--- src/rtl/multicycle_ctrl32_if.sv ---
// Handshake and control bundle between the multicycle sequencer and its
// datapath and memories. master = sequencer side, slave = datapath/memory side.
interface multicycle_ctrl32_if #(
  parameter int INSTRET_W = 32
);
  logic [31:0]          instr_in;
  logic                 imem_ready;
  logic                 dmem_ready;
  logic                 zero;
  logic                 imem_req;
  logic                 ir_write;
  logic                 pc_write;
  logic [1:0]           pc_src;
  logic [1:0]           alu_op;
  logic                 alu_src;
  logic                 i_format;
  logic                 sftmd;
  logic                 jr;
  logic                 dmem_read;
  logic                 dmem_write;
  logic                 reg_write;
  logic [1:0]           reg_dst;
  logic [1:0]           mem_to_reg;
  logic                 instr_done;
  logic                 illegal;
  logic                 bus_err;
  logic [2:0]           state;
  logic [INSTRET_W-1:0] instret;

  modport master (
    input  instr_in, imem_ready, dmem_ready, zero,
    output imem_req, ir_write, pc_write, pc_src, alu_op, alu_src, i_format,
           sftmd, jr, dmem_read, dmem_write, reg_write, reg_dst, mem_to_reg,
           instr_done, illegal, bus_err, state, instret
  );

  modport slave (
    output instr_in, imem_ready, dmem_ready, zero,
    input  imem_req, ir_write, pc_write, pc_src, alu_op, alu_src, i_format,
           sftmd, jr, dmem_read, dmem_write, reg_write, reg_dst, mem_to_reg,
           instr_done, illegal, bus_err, state, instret
  );
endinterface

--- src/rtl/multicycle_ctrl32.sv ---
// Multi-cycle IF/ID/EX/MEM/WB sequencer for the 32-bit MIPS-subset datapath,
// with memory-wait timeout and a retired-instruction counter.
module multicycle_ctrl32 #(
  parameter int INSTRET_W = 32,
  parameter int TIMEOUT   = 255
) (
  input  logic                clock,
  input  logic                reset,
  multicycle_ctrl32_if.master bus
);
  localparam logic [2:0] S_IF  = 3'd0;
  localparam logic [2:0] S_ID  = 3'd1;
  localparam logic [2:0] S_EX  = 3'd2;
  localparam logic [2:0] S_MEM = 3'd3;
  localparam logic [2:0] S_WB  = 3'd4;

  localparam logic [5:0] OP_RTYPE = 6'b000000;
  localparam logic [5:0] OP_J     = 6'b000010;
  localparam logic [5:0] OP_JAL   = 6'b000011;
  localparam logic [5:0] OP_BEQ   = 6'b000100;
  localparam logic [5:0] OP_BNE   = 6'b000101;
  localparam logic [5:0] OP_LW    = 6'b100011;
  localparam logic [5:0] OP_SW    = 6'b101011;
  localparam logic [5:0] FN_JR    = 6'b001000;

  localparam int CNT_W = (TIMEOUT > 0) ? $clog2(TIMEOUT + 1) : 1;

  logic [2:0]           state_reg, state_next;
  logic [5:0]           op_reg, op_next;
  logic [5:0]           func_reg, func_next;
  logic [CNT_W-1:0]     wait_cnt_reg, wait_cnt_next;
  logic [INSTRET_W-1:0] instret_reg, instret_next;

  logic retire, abort, ready_wait, limit_hit;
  logic is_r, is_jr, is_sft, is_j, is_jal, is_beq, is_bne, is_lw, is_sw;
  logic is_ifmt, supported;
  logic unused_instr_bits;

  // Only the opcode and function fields steer the sequencer.
  assign unused_instr_bits = ^bus.instr_in[25:6];

  assign is_r      = (op_reg == OP_RTYPE);
  assign is_jr     = is_r && (func_reg == FN_JR);
  assign is_sft    = is_r && (func_reg[5:3] == 3'b000);
  assign is_j      = (op_reg == OP_J);
  assign is_jal    = (op_reg == OP_JAL);
  assign is_beq    = (op_reg == OP_BEQ);
  assign is_bne    = (op_reg == OP_BNE);
  assign is_lw     = (op_reg == OP_LW);
  assign is_sw     = (op_reg == OP_SW);
  assign is_ifmt   = (op_reg[5:3] == 3'b001);
  assign supported = is_r | is_j | is_jal | is_beq | is_bne | is_lw | is_sw | is_ifmt;

  // Abort fires in the cycle whose wait would bring the count up to TIMEOUT.
  assign limit_hit = (TIMEOUT != 0) &&
                     ((32'(wait_cnt_reg) + 32'd1) == $unsigned(TIMEOUT));

  always_ff @(posedge clock or posedge reset) begin
    if (reset) begin
      state_reg    <= S_IF;
      op_reg       <= '0;
      func_reg     <= '0;
      wait_cnt_reg <= '0;
      instret_reg  <= '0;
    end else begin
      state_reg    <= state_next;
      op_reg       <= op_next;
      func_reg     <= func_next;
      wait_cnt_reg <= wait_cnt_next;
      instret_reg  <= instret_next;
    end
  end

  always_comb begin
    state_next    = state_reg;
    op_next       = op_reg;
    func_next     = func_reg;
    retire        = 1'b0;
    abort         = 1'b0;
    ready_wait    = 1'b0;
    case (state_reg)
      S_IF: begin
        if (bus.imem_ready) begin
          op_next    = bus.instr_in[31:26];
          func_next  = bus.instr_in[5:0];
          state_next = S_ID;
        end else begin
          ready_wait = 1'b1;
          abort      = limit_hit;
        end
      end
      S_ID: begin
        if (is_j || is_jal || !supported) begin
          state_next = S_IF;
          retire     = 1'b1;
        end else begin
          state_next = S_EX;
        end
      end
      S_EX: begin
        if (is_beq || is_bne || is_jr) begin
          state_next = S_IF;
          retire     = 1'b1;
        end else if (is_lw || is_sw) begin
          state_next = S_MEM;
        end else begin
          state_next = S_WB;
        end
      end
      S_MEM: begin
        if (bus.dmem_ready) begin
          if (is_lw) begin
            state_next = S_WB;
          end else begin
            state_next = S_IF;
            retire     = 1'b1;
          end
        end else begin
          ready_wait = 1'b1;
          if (limit_hit) begin
            abort      = 1'b1;
            state_next = S_IF;
          end
        end
      end
      S_WB: begin
        state_next = S_IF;
        retire     = 1'b1;
      end
      default: state_next = S_IF;
    endcase

    // The counter only runs in IF/MEM, so clearing on every transition is
    // equivalent to clearing on entry to those two states.
    wait_cnt_next = wait_cnt_reg;
    if (abort || (state_next != state_reg))
      wait_cnt_next = '0;
    else if (ready_wait)
      wait_cnt_next = wait_cnt_reg + CNT_W'(1);

    instret_next = instret_reg + INSTRET_W'(retire);
  end

  always_comb begin
    bus.imem_req   = 1'b0;
    bus.ir_write   = 1'b0;
    bus.pc_write   = 1'b0;
    bus.pc_src     = 2'd0;
    bus.alu_op     = 2'b00;
    bus.alu_src    = 1'b0;
    bus.i_format   = 1'b0;
    bus.sftmd      = 1'b0;
    bus.jr         = 1'b0;
    bus.dmem_read  = 1'b0;
    bus.dmem_write = 1'b0;
    bus.reg_write  = 1'b0;
    bus.reg_dst    = 2'd0;
    bus.mem_to_reg = 2'd0;
    bus.illegal    = 1'b0;
    bus.instr_done = retire;
    bus.bus_err    = abort;

    // Execute controls stay valid through MEM so the address is stable.
    if (state_reg == S_EX || state_reg == S_MEM) begin
      bus.alu_op   = {is_r | is_ifmt, is_beq | is_bne};
      bus.alu_src  = is_ifmt | is_lw | is_sw;
      bus.i_format = is_ifmt;
      bus.sftmd    = is_sft;
      bus.jr       = is_jr;
    end

    case (state_reg)
      S_IF: begin
        bus.imem_req = 1'b1;
        if (bus.imem_ready) begin
          bus.ir_write = 1'b1;
          bus.pc_write = 1'b1;
          bus.pc_src   = 2'd0;
        end
      end
      S_ID: begin
        if (is_j || is_jal) begin
          bus.pc_write = 1'b1;
          bus.pc_src   = 2'd2;
        end
        if (is_jal) begin
          bus.reg_write  = 1'b1;
          bus.reg_dst    = 2'd2;
          bus.mem_to_reg = 2'd2;
        end
        bus.illegal = !supported;
      end
      S_EX: begin
        if (is_beq) begin
          bus.pc_write = bus.zero;
          bus.pc_src   = 2'd1;
        end else if (is_bne) begin
          bus.pc_write = ~bus.zero;
          bus.pc_src   = 2'd1;
        end else if (is_jr) begin
          bus.pc_write = 1'b1;
          bus.pc_src   = 2'd3;
        end
      end
      S_MEM: begin
        bus.dmem_read  = is_lw;
        bus.dmem_write = is_sw;
      end
      S_WB: begin
        bus.reg_write  = 1'b1;
        bus.reg_dst    = is_r ? 2'd1 : 2'd0;
        bus.mem_to_reg = is_lw ? 2'd1 : 2'd0;
      end
      default: ;
    endcase
  end

  assign bus.state   = state_reg;
  assign bus.instret = instret_reg;

endmodule

--- src/flat_wrapper.sv ---
// flat-port wrapper written by rule: the top's interface ports become plain ports
module multicycle_ctrl32_flat 
#(
  parameter int INSTRET_W = 32,
  parameter int TIMEOUT   = 255
)
  (clock, reset, bus_instr_in, bus_imem_ready, bus_dmem_ready, bus_zero, bus_imem_req, bus_ir_write, bus_pc_write, bus_pc_src, bus_alu_op, bus_alu_src, bus_i_format, bus_sftmd, bus_jr, bus_dmem_read, bus_dmem_write, bus_reg_write, bus_reg_dst, bus_mem_to_reg, bus_instr_done, bus_illegal, bus_bus_err, bus_state, bus_instret);
  multicycle_ctrl32_if #(.INSTRET_W(INSTRET_W)) bus_i ();
  input  logic clock;
  input  logic reset;
  input wire logic [$bits(bus_i.instr_in)-1:0] bus_instr_in;
  input wire logic [$bits(bus_i.imem_ready)-1:0] bus_imem_ready;
  input wire logic [$bits(bus_i.dmem_ready)-1:0] bus_dmem_ready;
  input wire logic [$bits(bus_i.zero)-1:0] bus_zero;
  output wire logic [$bits(bus_i.imem_req)-1:0] bus_imem_req;
  output wire logic [$bits(bus_i.ir_write)-1:0] bus_ir_write;
  output wire logic [$bits(bus_i.pc_write)-1:0] bus_pc_write;
  output wire logic [$bits(bus_i.pc_src)-1:0] bus_pc_src;
  output wire logic [$bits(bus_i.alu_op)-1:0] bus_alu_op;
  output wire logic [$bits(bus_i.alu_src)-1:0] bus_alu_src;
  output wire logic [$bits(bus_i.i_format)-1:0] bus_i_format;
  output wire logic [$bits(bus_i.sftmd)-1:0] bus_sftmd;
  output wire logic [$bits(bus_i.jr)-1:0] bus_jr;
  output wire logic [$bits(bus_i.dmem_read)-1:0] bus_dmem_read;
  output wire logic [$bits(bus_i.dmem_write)-1:0] bus_dmem_write;
  output wire logic [$bits(bus_i.reg_write)-1:0] bus_reg_write;
  output wire logic [$bits(bus_i.reg_dst)-1:0] bus_reg_dst;
  output wire logic [$bits(bus_i.mem_to_reg)-1:0] bus_mem_to_reg;
  output wire logic [$bits(bus_i.instr_done)-1:0] bus_instr_done;
  output wire logic [$bits(bus_i.illegal)-1:0] bus_illegal;
  output wire logic [$bits(bus_i.bus_err)-1:0] bus_bus_err;
  output wire logic [$bits(bus_i.state)-1:0] bus_state;
  output wire logic [$bits(bus_i.instret)-1:0] bus_instret;
  assign bus_i.instr_in = bus_instr_in;
  assign bus_i.imem_ready = bus_imem_ready;
  assign bus_i.dmem_ready = bus_dmem_ready;
  assign bus_i.zero = bus_zero;
  assign bus_imem_req = bus_i.imem_req;
  assign bus_ir_write = bus_i.ir_write;
  assign bus_pc_write = bus_i.pc_write;
  assign bus_pc_src = bus_i.pc_src;
  assign bus_alu_op = bus_i.alu_op;
  assign bus_alu_src = bus_i.alu_src;
  assign bus_i_format = bus_i.i_format;
  assign bus_sftmd = bus_i.sftmd;
  assign bus_jr = bus_i.jr;
  assign bus_dmem_read = bus_i.dmem_read;
  assign bus_dmem_write = bus_i.dmem_write;
  assign bus_reg_write = bus_i.reg_write;
  assign bus_reg_dst = bus_i.reg_dst;
  assign bus_mem_to_reg = bus_i.mem_to_reg;
  assign bus_instr_done = bus_i.instr_done;
  assign bus_illegal = bus_i.illegal;
  assign bus_bus_err = bus_i.bus_err;
  assign bus_state = bus_i.state;
  assign bus_instret = bus_i.instret;
  multicycle_ctrl32 #(.INSTRET_W(INSTRET_W), .TIMEOUT(TIMEOUT)) u_core (.clock(clock), .reset(reset), .bus(bus_i));
endmodule
--- config.mk ---
export PLATFORM = sky130hd
export DESIGN_NAME = multicycle_ctrl32_flat
export DESIGN_NICKNAME = d
export VERILOG_FILES = /design/src/rtl/multicycle_ctrl32_if.sv /design/src/rtl/multicycle_ctrl32.sv /design/src/flat_wrapper.sv
export SDC_FILE = /design/constraint.sdc
export NUM_CORES = 1
export LEC_CHECK = 0
export CORE_AREA = 8 8 91 93
export CTS_CLUSTER_DIAMETER = 120
export CTS_CLUSTER_SIZE = 16
export DETAILED_ROUTE_END_ITERATION = 6
export DIE_AREA = 0 0 99 101
export PLACE_DENSITY_LB_ADDON = 0.15
export SYNTH_ARGS = -nofsm -noshare
export SYNTH_HDL_FRONTEND = slang
export SYNTH_SLANG_ARGS = --single-unit
--- constraint.sdc ---
create_clock -name clock -period 2.5 [get_ports clock]
set_input_delay 0.25 -clock clock [delete_from_list [all_inputs] [get_ports clock]]
set_output_delay 0.25 -clock clock [all_outputs]
set_load 0.005 [all_outputs]
==> out/metrics.csv <==
stage,metric,value,unit
cts,clock_sinks,55,
routing,dr.first_iter.drc_count,107,
floorplan,dieArea,9999,um2
sta,finalCriticalPeriod,2510,ps
cells_and_area,nets,420,
cts,cts_inserted_buffers,5,
cts,clk_latency,300,ps
synthesis,synth_seq_cells,55,
synthesis,seq_area_frac_synth,0.4885,
cells_and_area,largest_register_ffs,32,
sta,max_freq,0.3984,GHz
worst_setup_path,worstPathRequired,2690,ps
floorplan,fp.dieH,101,um
pwr,peakVddDrop,306.0,uV
pwr,p_per_area,825.2,nW/um2
cells_and_area,area_growth_syn_to_layout,46.00,%
worst_setup_path,reg2reg_depth,11,
global_routing,grt_first_pass_wirelength,11.47,mm
placed_design,dp_slack,-180.2,ps
pwr,finalPower,3.395,mW
floorplan,rows,31,
sta,finalSetupViolCount,2,
cells_and_area,drive_above_1_share,0.2184,
cts,cts_tree,built,
cells_and_area,layout_commonest_cell,clkdlybuf4s50_1,
floorplan,core_area,6943,um2
synthesis,synthArstFlopShare,1.000,
global_routing,grt_use_total,0.1411,
cells_and_area,diodes,0,
sta,worst_pin_slew,504.6,ps
routing,drt-vias-per-instance,5.143,
synthesis,syn-num-nets,315,
placed_design,port-buffer-count,72,
routing,drc_errors,0,
synthesis,syn_inst,274,
global_routing,grt_max_degree,35,
floorplan,boundaryPins,93,
cts,cts_htree_levels,2,
cells_and_area,final_cell_mix,"clkdlybuf4s50_1 (66), dfrtp_1 (55), buf_4 (33)",
global_routing,grt_pass1_vias,2391,
pwr,leakage,1.798,nW
sta,skew,6.394,ps
sta,slew_headroom,0.6631,
floorplan,die-width,99,um
worst_setup_path,arrival,2700,ps
synthesis,synth_edf_count,0,
synthesis,synthFlopType,dfrtp_1,
cells_and_area,layout.cells.non_filler,462,
worst_setup_path,critPathKind,reg -> reg,
worst_setup_path,rrSetupSlack,-10,ps
pwr,clock_power_share,0.202,
flow_run,maxCapViolations,0,
synthesis,synth.distinct_cells,44,
pwr,power_frac_comb,0.427,
placed_design,gp_congestion,0.8085,
synthesis,synth_top_area_frac,0.4885,
worst_setup_path,setup.worst_path.end_class,flop,
cts,path_clk_slew,100,ps
pwr,power.internal,2.256,mW
routing,num_vias,2376,
outcome,status,"finished, violations left",
cts,clock_path_buffers,2,
pwr,p_sw_frac,0.3354,
synthesis,avgSynthCellArea,10.28,um2
sta,rsz0062_at_grt,yes,
outcome,violations,negative setup slack,
worst_setup_path,start_kind,flop,
placed_design,dp_cells,445,
worst_setup_path,regToRegStartpoint,u_core.op_reg[0]$_DFFE_PP0P_,
worst_setup_path,path_max_fanout,4,
synthesis,synthesis.area,2818,um2
routing,wire_per_inst,15.42,um
routing,totalWireLength,7.125,mm
global_routing,antenna_found_initial,0,
sta,slew_violations,0,
synthesis,ys.warnings.count,0,
hold_path,min_path_type,in -> async,
placed_design,hpwl,5.369,mm
global_routing,grt_overflow_total,0,
sta,finalCritPeriodShare,1.004,
pwr,seq_power_share,0.371,
pwr,switching_power,1.139,mW
floorplan,start_util,0.4058,
routing,first_pass_iters,4,
worst_setup_path,timing.rr.end,u_core.bus.instret[10]$_DFF_PP0_,
routing,drtAntennaViolNets,0,
sta,layout_setup_ws,-10.35,ps
synthesis,synth_area_leaders,"dfrtp_1 (49%), xnor2_1 (8.4%), xor2_1 (4.0%), mux2_2 (4.0%), nand2_1 (3.2%)",
cts,cts-root-buf,clkbuf_8,
synthesis,synth_top_cell_by_area,dfrtp_1,
sta,finalHoldViolCount,0,
critical path, stage by stage, from the launching register on:
cell and delay (ps):
dfrtp_1 400, nor4_2 320, nand4_1 190, a21boi_2 200, a21oi_2 40, o211ai_1 150
ha_2 320, ha_4 170, nand3_4 100, or2_4 260, buf_4 130, xnor2_1 110
final cells by class:
type,instances,area (um2)
clock inverters,2,60.06
inverters,7,26.28
multi-input cells,203,1473
clock buffers,6,72.57
flip-flops and latches,55,1376
repair buffers,107,1003
well taps,82,102.6
fillers,614,2829
worst max-delay path by stage:
stage | from | to | slack [ps] | depth (start not counted)
floorplan | u_core.bus.state[2]$_DFF_PP0_ | u_core.bus.instret[18]$_DFF_PP0_ | 4 | 13
global placement | u_core.func_reg[1]$_DFFE_PP0P_ | u_core.bus.instret[18]$_DFF_PP0_ | -130 | 11
detailed placement | u_core.func_reg[1]$_DFFE_PP0P_ | u_core.bus.instret[18]$_DFF_PP0_ | -180 | 11
CTS | u_core.func_reg[0]$_DFFE_PP0P_ | u_core.bus.instret[18]$_DFF_PP0_ | -70 | 11
global route | u_core.op_reg[1]$_DFFE_PP0P_ | u_core.bus.instret[26]$_DFF_PP0_ | -170 | 12
finish | u_core.op_reg[0]$_DFFE_PP0P_ | u_core.bus.instret[10]$_DFF_PP0_ | -10 | 11
synth_stat cells (all sizes together), types with 3 or more instances:
cell    number
o21ai        6
xor2        13
a21oi        9
xnor2       27
inv          7
nand3       18
dfrtp       55
nor2        21
ha           4
buf          7
nor3        17
nand3b       3
nand4       13
and3         9
and2         3
nor2b        3
mux2        10
nand2       24
power groups by stage:
stage	Sequential [mW]	Combinational (mW)	Clock [mW]
after global routing	1.29	1.60	0.743
final	1.26	1.45	0.686
after CTS	1.25	1.41	0.705
after global placement	1.25	1.39	0
after detailed placement	1.26	1.42	0
after floorplan	1.23	0.778	0
per-stage QoR:
step	instance area [um2]	hold slack (ps)	utilization	TNS, ps
finish	4114	283.2	0.5925	-17.85
CTS	4018	291.9	0.5787	-130.9
global route	4114	323.8	0.5925	-2411
floorplan	2873	366.8	-	0
detailed placement	3845	465.0	0.5538	-2062
global placement	3845	462.9	0.5538	-1245
per-layer routing:
layer | up-vias | global-route usage | routed length, um
li1 | 1171 | - | -
met4 | 0 | 0.03778 | 52
met2 | 49 | 0.2328 | 3486
met5 | - | 0 | 0
met1 | 1152 | 0.1702 | 3134
met3 | 4 | 0.04972 | 453
cells by family after synthesis:
family | after synthesis | synth area share
AOI/OAI and AO/OA | 27 | 0.06395
xor gates and xnor gates | 40 | 0.1243
adders and majority gates | 4 | 0.01776
buffers and inverters | 16 | 0.02531
DFF | 55 | 0.4885
muxes | 10 | 0.03997
and+or+nand+nor | 122 | 0.2402
timing repair:
item                       in CTS  in global routing
setup endpoints to repair      24                 33
hold buffers                    0                  0
pin swaps                      10                  7
resized for setup               6                 14
setup buffers                   4                  5
No activity file was read; power rests on OpenSTA's default activity.
==> edit, RTL diff (same flow settings) <==
`INSTRET_W` is set to 32 in 3 places; all go to 36.
--- a/src/rtl/multicycle_ctrl32_if.sv
+++ b/src/rtl/multicycle_ctrl32_if.sv
@@ -3,3 +3,3 @@
 interface multicycle_ctrl32_if #(
-  parameter int INSTRET_W = 32
+  parameter int INSTRET_W = 36
 );
--- a/src/rtl/multicycle_ctrl32.sv
+++ b/src/rtl/multicycle_ctrl32.sv
@@ -3,3 +3,3 @@
 module multicycle_ctrl32 #(
-  parameter int INSTRET_W = 32,
+  parameter int INSTRET_W = 36,
   parameter int TIMEOUT   = 255
--- a/src/flat_wrapper.sv
+++ b/src/flat_wrapper.sv
@@ -3,3 +3,3 @@
 #(
-  parameter int INSTRET_W = 32,
+  parameter int INSTRET_W = 36,
   parameter int TIMEOUT   = 255
Ports: changed (resized bus_instret); port bits go from 93 to 97. The function was not compared with the original's and may differ.
==> edit against the original RTL <==
The run still ends with negative setup slack left. Worst setup slack worse by 0.033 ns. Clock skew is 0.0067 ns higher. Critical path depth stayed put. Power is 10% higher. Design area is 7.4% higher. Core utilization is 4.4 points higher. Wire length is 6.3% higher. Sequential cell count is 4 higher. Sequential share of layout area hardly changed. Synthesized area is 7.2% higher. Critical endpoint is now u_core.bus.instret[18]. Largest cell class unchanged. Highest routed layer unchanged.
==> edit: results (changes against the original RTL) <==
status: finished, violations left (unchanged)
failing checks: negative setup slack (unchanged)
Internal: 2.537 mW (was 2.256 mW)
Netlist cell types: 46 (was 44)
Clock Latency Late Sink: 0.33 ns (was 0.30 ns)
dpl ws: -0.1152 ns (was -0.1802 ns)
VDD IR max: 0.3749 mV (was 0.3060 mV)
Met2 Wirelength: 3.656 mm (was 3.486 mm)
via density per instance: 5.226 (was 5.143)
via count: 2498 (was 2376)
wl on met1: 3.397 mm (was 3.134 mm)
adder-cell share of the synthesized area: 1.656% (was 1.776%)
GRT Util Overall: 15.71% (was 14.11%)
post-layout net count: 432 (was 420)
largest cells by area after synthesis: dfrtp_1 (49%), xnor2_1 (9.6%), mux2_2 (3.7%) (was dfrtp_1 (49%), xnor2_1 (8.4%), xor2_1 (4.0%))
Critical Path AT: 2.80 ns (was 2.70 ns)
Global Route met3 Usage: 4.282% (was 4.972%)
Logic pwr share: 37.5% (was 42.7%)
Seq. pwr: 1.35 mW (was 1.26 mW)
Critical Path Sink: u_core.bus.instret[18] (was u_core.bus.instret[10])
Resized Gates After CTS: 12 (was 6)
GP Congestion: 0.7920 (was 0.8085)
met1 GRT Util: 18.26% (was 17.02%)
met2 usage: 26.14% (was 23.28%)
max FFs per register: 36 (was 32)
mux contribution to synthesized area: 3.727% (was 3.996%)
Post CTS Setup Buffer Count: 2 (was 4)
DP HPWL: 5.473 mm (was 5.369 mm)
final setup vio count: 8 (was 2)
port bufs: 76 (was 72)
Hold Slack: 0.1099 ns (was 0.2832 ns)
Iter 0 DRT Violations: 54 (was 107)
DR WL/cell: 15.85 microns (was 15.42 microns)
register area share after synthesis: 48.86% (was 48.85%)
Total Negative Setup Slacks: -0.1734 ns (was -0.01785 ns)
CP max FO: 5 (was 4)
global-route wire length before repair: 12.60 mm (was 11.47 mm)
Largest delay share family, worst path: simple AND/OR/NAND/NOR gates (unchanged)
synthesized net count: 323 (was 315)
placed insts: 457 (was 445)
post-route setup slack: -0.04369 ns (was -0.01035 ns)
LEAKAGE: 1.944 nW (was 1.798 nW)
met3 routed WL: 380 microns (was 453 microns)
CTS H-tree lvls: 3 (was 2)
vias in the first global route: 2635 (was 2391)
post-route clock skew: 0.01309 ns (was 0.006394 ns)
total CTS buffers: 9 (was 5)
Post-synth top cells: dfrtp_1 (59), xnor2_1 (33), nor2_1 (23) (was dfrtp_1 (55), xnor2_1 (27), nand2_1 (24))
syn_area_per_cell: 10.72 sq um (was 10.28 sq um)
worst flop-to-flop path startpoint: u_core.func_reg[1] (was u_core.op_reg[0])
-- edit: cell count changes in the layout (fill, tap and decap cells not counted), moves of 4 or more --
cell      unedited run  this run
nor2_1              17        21
clkbuf_8             5        11
nand4_1             12        16
a21oi_1              7         3
xor2_1              13         9
nor3_1              10         4
nand3_1             14        21
xnor2_1             27        33
-- edit: worst register-to-register path: cells and delay by family (launching register included) --
family | cells | cell delay (ns)
adders and majority gates | 2 | 0.30
xor gates and xnor gates | 1 | 0.14
DFF | 1 | 0.39
and+or+nand+nor | 5 | 0.99
AOI/OAI and AO/OA | 2 | 0.46
buffers and inverters | 1 | 0.17
-- edit: final cells by class --
| cell class | instances | area (sq um) |
|---|---|---|
| clock buffer | 12 | 155.1 |
| clock inverter | 4 | 72.57 |
| fill | 598 | 2526 |
| inverter | 8 | 30.03 |
| multi-input combinational | 203 | 1543 |
| sequential | 59 | 1478 |
| tap | 82 | 102.6 |
| timing repair buffer | 110 | 1036 |
